==> config.mk <==
export PLATFORM = sky130hd
export DESIGN_NAME = ram4k_block_mover
export DESIGN_NICKNAME = d
export VERILOG_FILES = /design/src/rtl/ram4k_block_mover.sv
export SDC_FILE = /design/constraint.sdc
export NUM_CORES = 1
export LEC_CHECK = 0
export CAP_MARGIN = 25
export CORE_MARGIN = 5
export CORE_UTILIZATION = 45
export DETAILED_ROUTE_END_ITERATION = 7
export PLACE_DENSITY = 0.74
export SLEW_MARGIN = 25
export SYNTH_ARGS = -nofsm -noshare
export SYNTH_HDL_FRONTEND = slang
export SYNTH_SLANG_ARGS = --single-unit
==> constraint.sdc <==
create_clock -name clk -period 2 [get_ports clk]
set_input_delay 0.2 -clock clk [delete_from_list [all_inputs] [get_ports clk]]
set_output_delay 0.2 -clock clk [all_outputs]
set_load 0.01 [all_outputs]
==> src/rtl/ram4k_block_mover.sv <==
// Block copy / fill engine driving a single RAM4K port, one access per cycle.
// Every mem_* output comes from a flop, so start has no combinational path to the RAM.
module ram4k_block_mover (
  input  logic        clk,
  input  logic        reset,
  input  logic        start,
  input  logic        op,
  input  logic [11:0] src,
  input  logic [11:0] dst,
  input  logic [12:0] len,
  input  logic [15:0] fill_data,
  output logic        busy,
  output logic        done,
  output logic [12:0] words_done,
  output logic        mem_en,
  output logic        mem_rw,
  output logic [11:0] mem_addr,
  output logic [15:0] mem_in,
  input  logic [15:0] mem_out
);

  typedef enum logic [2:0] {S_IDLE, S_READ, S_WRITE, S_FILL, S_DONE} state_t;

  state_t      state_q, state_d;
  logic [11:0] src_q, src_d;
  logic [11:0] dst_q, dst_d;
  logic [12:0] rem_q, rem_d;
  logic [15:0] data_q, data_d;
  logic [15:0] fill_q, fill_d;
  logic [12:0] words_done_q, words_done_d;
  logic        busy_q, busy_d;
  logic        done_q, done_d;
  logic        mem_en_q, mem_en_d;
  logic        mem_rw_q, mem_rw_d;
  logic [11:0] mem_addr_q, mem_addr_d;
  logic [15:0] mem_in_q, mem_in_d;

  always_comb begin
    state_d      = state_q;
    src_d        = src_q;
    dst_d        = dst_q;
    rem_d        = rem_q;
    data_d       = data_q;
    fill_d       = fill_q;
    words_done_d = words_done_q;

    case (state_q)
      S_IDLE: begin
        if (start) begin
          src_d        = src;
          dst_d        = dst;
          rem_d        = len;
          fill_d       = fill_data;
          words_done_d = 13'd0;
          if (len == 13'd0)  state_d = S_DONE;
          else if (op)       state_d = S_FILL;
          else               state_d = S_READ;
        end
      end
      S_READ: begin
        data_d  = mem_out;
        src_d   = src_q + 12'd1;
        state_d = S_WRITE;
      end
      S_WRITE, S_FILL: begin
        dst_d        = dst_q + 12'd1;
        rem_d        = rem_q - 13'd1;
        words_done_d = words_done_q + 13'd1;
        if (rem_q == 13'd1)         state_d = S_DONE;
        else if (state_q == S_FILL) state_d = S_FILL;
        else                        state_d = S_READ;
      end
      S_DONE:  state_d = S_IDLE;
      default: state_d = S_IDLE;
    endcase

    // Outputs for the coming cycle are decoded from the next-state values.
    busy_d     = 1'b0;
    done_d     = 1'b0;
    mem_en_d   = 1'b0;
    mem_rw_d   = 1'b0;
    mem_addr_d = 12'd0;
    mem_in_d   = 16'd0;
    case (state_d)
      S_READ: begin
        busy_d     = 1'b1;
        mem_en_d   = 1'b1;
        mem_addr_d = src_d;
      end
      S_WRITE: begin
        busy_d     = 1'b1;
        mem_en_d   = 1'b1;
        mem_rw_d   = 1'b1;
        mem_addr_d = dst_d;
        mem_in_d   = data_d;
      end
      S_FILL: begin
        busy_d     = 1'b1;
        mem_en_d   = 1'b1;
        mem_rw_d   = 1'b1;
        mem_addr_d = dst_d;
        mem_in_d   = fill_d;
      end
      S_DONE:  done_d = 1'b1;
      default: ;
    endcase
  end

  always_ff @(posedge clk) begin
    if (reset) begin
      state_q      <= S_IDLE;
      src_q        <= 12'd0;
      dst_q        <= 12'd0;
      rem_q        <= 13'd0;
      data_q       <= 16'd0;
      fill_q       <= 16'd0;
      words_done_q <= 13'd0;
      busy_q       <= 1'b0;
      done_q       <= 1'b0;
      mem_en_q     <= 1'b0;
      mem_rw_q     <= 1'b0;
      mem_addr_q   <= 12'd0;
      mem_in_q     <= 16'd0;
    end else begin
      state_q      <= state_d;
      src_q        <= src_d;
      dst_q        <= dst_d;
      rem_q        <= rem_d;
      data_q       <= data_d;
      fill_q       <= fill_d;
      words_done_q <= words_done_d;
      busy_q       <= busy_d;
      done_q       <= done_d;
      mem_en_q     <= mem_en_d;
      mem_rw_q     <= mem_rw_d;
      mem_addr_q   <= mem_addr_d;
      mem_in_q     <= mem_in_d;
    end
  end

  assign busy       = busy_q;
  assign done       = done_q;
  assign words_done = words_done_q;
  assign mem_en     = mem_en_q;
  assign mem_rw     = mem_rw_q;
  assign mem_addr   = mem_addr_q;
  assign mem_in     = mem_in_q;

endmodule

==> results by group <==
Global route
  • Tot GR Track Use: 22.8%
  • Vias in the first global route: 5073
  • First-pass GRT wire length: 24400 um
  • Initial antenna violation count: 0
  • Largest net degree at the start of global routing: 33
  • GRT overflow: 0

Detailed routing
  • 1st-pass router iterations: 5
  • Final ANT Viol Nets: 0
  • Vias: 5236
  • Detailed Route WL: 15300 um
  • # DRC: 0
  • Vias per cell: 5.65
  • Drt wl/cell: 16.5 um
  • Initial DRC count: 575

Worst setup path
  • CP Cell Sequence: or4_4, nor4_4, buf_4, nor2_2, a21o_1, buf_12, a22o_1
  • CP max-delay cell: or4_4
  • Largest stage delay, worst path: 0.54 ns
  • Critical Path AT: 2.29 ns
  • Critical path startpoint category: flip-flop
  • Required time worst endpoint: 2.31 ns
  • WS Path Type: flip-flop to flip-flop
  • Crit. End Element: flip-flop
  • Crit-path max FO: 16

STA
  • Hold WS: 0.291 ns
  • Relative slew margins: 67.1%
  • Crit path setup slack, layout: 0.0244 ns
  • Final min period: 1.98 ns
  • Skew final: 0.00674 ns
  • Slew Viols, Final: 0
  • # setup viols final: 0
  • Unrepaired setup endpoints after global routing: true
  • Crit share post-route: 98.8%
  • Fin. Hold Viols: 0
  • Max Fclk: 506 MHz
  • Worst Tran Pin Value: 0.494 ns
  • Final setup TNS: 0 ns

Clock network
  • Reg clk slew, reported paths: 0.06 ns
  • CTS tree: yes
  • CTS H-Tree Depth: 4
  • CTS root buf: clkbuf_16
  • TritonCTS Buffers: 17
  • Clk sinks: 116
  • Max clock buf depth: 2
  • Worst-Skew Late Latency: 0.42 ns

Place
  • Port bufs: 117
  • Hpwl dp: 11100 um
  • Place WS: -0.201 ns
  • DP Area: 6760 um2
  • Placed cell count: 892
  • Gpl congestion: 0.882

Layout
  • Util after Layout: 65.2%
  • Share of cells above drive strength 1: 14.0%
  • Final net count: 848
  • Fin area: 7380 um2
  • Fin cells: 926
  • P&R area growth vs syn: 43.6%
  • Diode count: 0

Yosys
  • Warnings, synthesis: 0
  • Post-Synthesis Cells: 620
  • Commonest cells in the synthesized netlist: dfxtp_1, nand2_1, a21oi_1
  • Top-count cell post-synth: dfxtp_1
  • Syn avg cell area: 8.28 um2
  • Mapped Nets: 698
  • FF+latch count, synth: 116
  • Post-synth ARST share: 0%
  • Largest cells by area after synthesis: dfxtp_1, nand2_1, a21oi_1, nor2_1, a22o_1
  • Register area share after synthesis: 45.2%
  • Number of enable flip-flop cells after synthesis: 0
  • Synth cell types: 62
  • Mapped cell area: 5140 um2
  • Top FF cell, synth: dfxtp_1
  • Post-synth top area share: 45.2%
  • Top cell type by total area after synthesis: dfxtp_1

Pwr
  • Combinational share of power: 18.7%
  • Pleak: 2.84 nW
  • Switching power: 1.98 mW
  • Sequential fraction of design power: 38.0%
  • Internal: 4.89 mW
  • Switch share: 28.8%
  • Pwr dens: 931 nW/um2
  • PnR Total Power: 6.87 mW
  • Clock network power share: 43.2%
  • Peak supply drop: 579 uV

Run status
  • Status: completed

Worst hold path
  • Worst hold path class: input pin to flip-flop

Flow run
  • Max-cap violations: 0

Floorplanning
  • Site Rows: 39
  • Core Box Area: 11300 um2
  • Die width: 117 um
  • Die Ht: 117 um
  • Initial Utilization: 45.4%
  • Io pins: 118
  • Full die area: 13700 um2
-- sequential cells by signal, summed over array words and instances (netlist names) --
signal and flops:
data_q 16, fill_q 16, mem_in 16, rem_q 13, words_done 13, dst_q 12, mem_addr 12, src_q 12
state_q 3, done 1, mem_en 1, mem_rw 1
-- cells in the final DEF (no fill, tap or decap), drive strengths merged, types with 3 or more instances in the layout --
| cell | instances |
|---|---|
| nand3 | 16 |
| nand4 | 6 |
| nand2 | 97 |
| o211ai | 5 |
| nor4 | 9 |
| o22ai | 7 |
| nor2 | 63 |
| o311a | 3 |
| a21oi | 68 |
| or4 | 3 |
| o221ai | 3 |
| inv | 19 |
| o22a | 3 |
| a22o | 23 |
| nand2b | 4 |
| a22oi | 5 |
| o21ai | 22 |
| clkdlybuf4s50 | 116 |
| dfxtp | 116 |
| o21a | 4 |
| nor3b | 4 |
| o32ai | 5 |
| a31oi | 5 |
| and2 | 3 |
| clkbuf | 17 |
| a2bb2oi | 5 |
| buf | 56 |
| a211oi | 4 |
| or2 | 5 |
| a21o | 4 |
| ha | 5 |
| xor2 | 3 |
| nor2b | 5 |
| and4 | 9 |
| xnor2 | 11 |
| or3 | 3 |
| nor3 | 13 |
| and3 | 8 |
-- cell type report --
cell class	count	area (um2)
clock buffer	17	425
fill	945	3940
multi-input combinational	454	2650
inverter	9	33.8
timing repair buffer	172	1600
clock inverter	15	158
tap	143	179
sequential	116	2320
-- timing repair --
action / 4_1_cts / 5_1_grt
resized for setup: 2 / 7
buffers inserted: 1 / 1
endpoints found under the setup margin: 24 / 27
hold buffers: 0 / 0
endpoints found under the hold margin: 0 / 0
pin swaps: 1 / 0
-- critical path: cells and delay by family, from the launching register on --
family / cells / cell delay, ns
simple gates: 3 / 0.80
compound gates: 2 / 0.41
buf+inv: 2 / 0.33
flops: 1 / 0.32
-- cell families after synthesis --
family | count (synthesis) | synth area share [%]
mux | 2 | 0.414
fa+ha+maj | 5 | 1.22
xor+xnor | 14 | 2.39
flops | 116 | 45.2
compound gates | 181 | 23.6
buf+inv | 50 | 3.95
simple gates | 252 | 23.3
-- power groups by stage --
stage          sequential, mW  clock (mW)  combinational (mW)
2_1_floorplan            2.66           0               0.665
3_3_place_gp             2.65           0                1.22
3_5_place_dp             2.66           0                1.25
4_1_cts                  2.61        3.01                1.27
5_1_grt                  2.63        3.14                1.40
6_report                 2.61        2.97                1.29
-- final timing paths --
| check | from | to | slack [ns] | cells past startpoint |
|---|---|---|---|---|
| max | rem_q[11] | mem_in[4] | 0.02 | 7 |
| min | reset | rem_q[10] | 0.29 | 3 |
| max reg2reg | rem_q[11] | mem_in[4] | 0.02 | 7 |
| min reg2reg | fill_q[3] | fill_q[3] | 0.46 | 2 |
-- per-layer routing --
metal	wire (um)	global-route usage, %
met3	1230	6.84
met1	6460	29.5
met4	182	5.96
met5	0	0
met2	7390	37.3
Power figures use the tool's default switching activity.
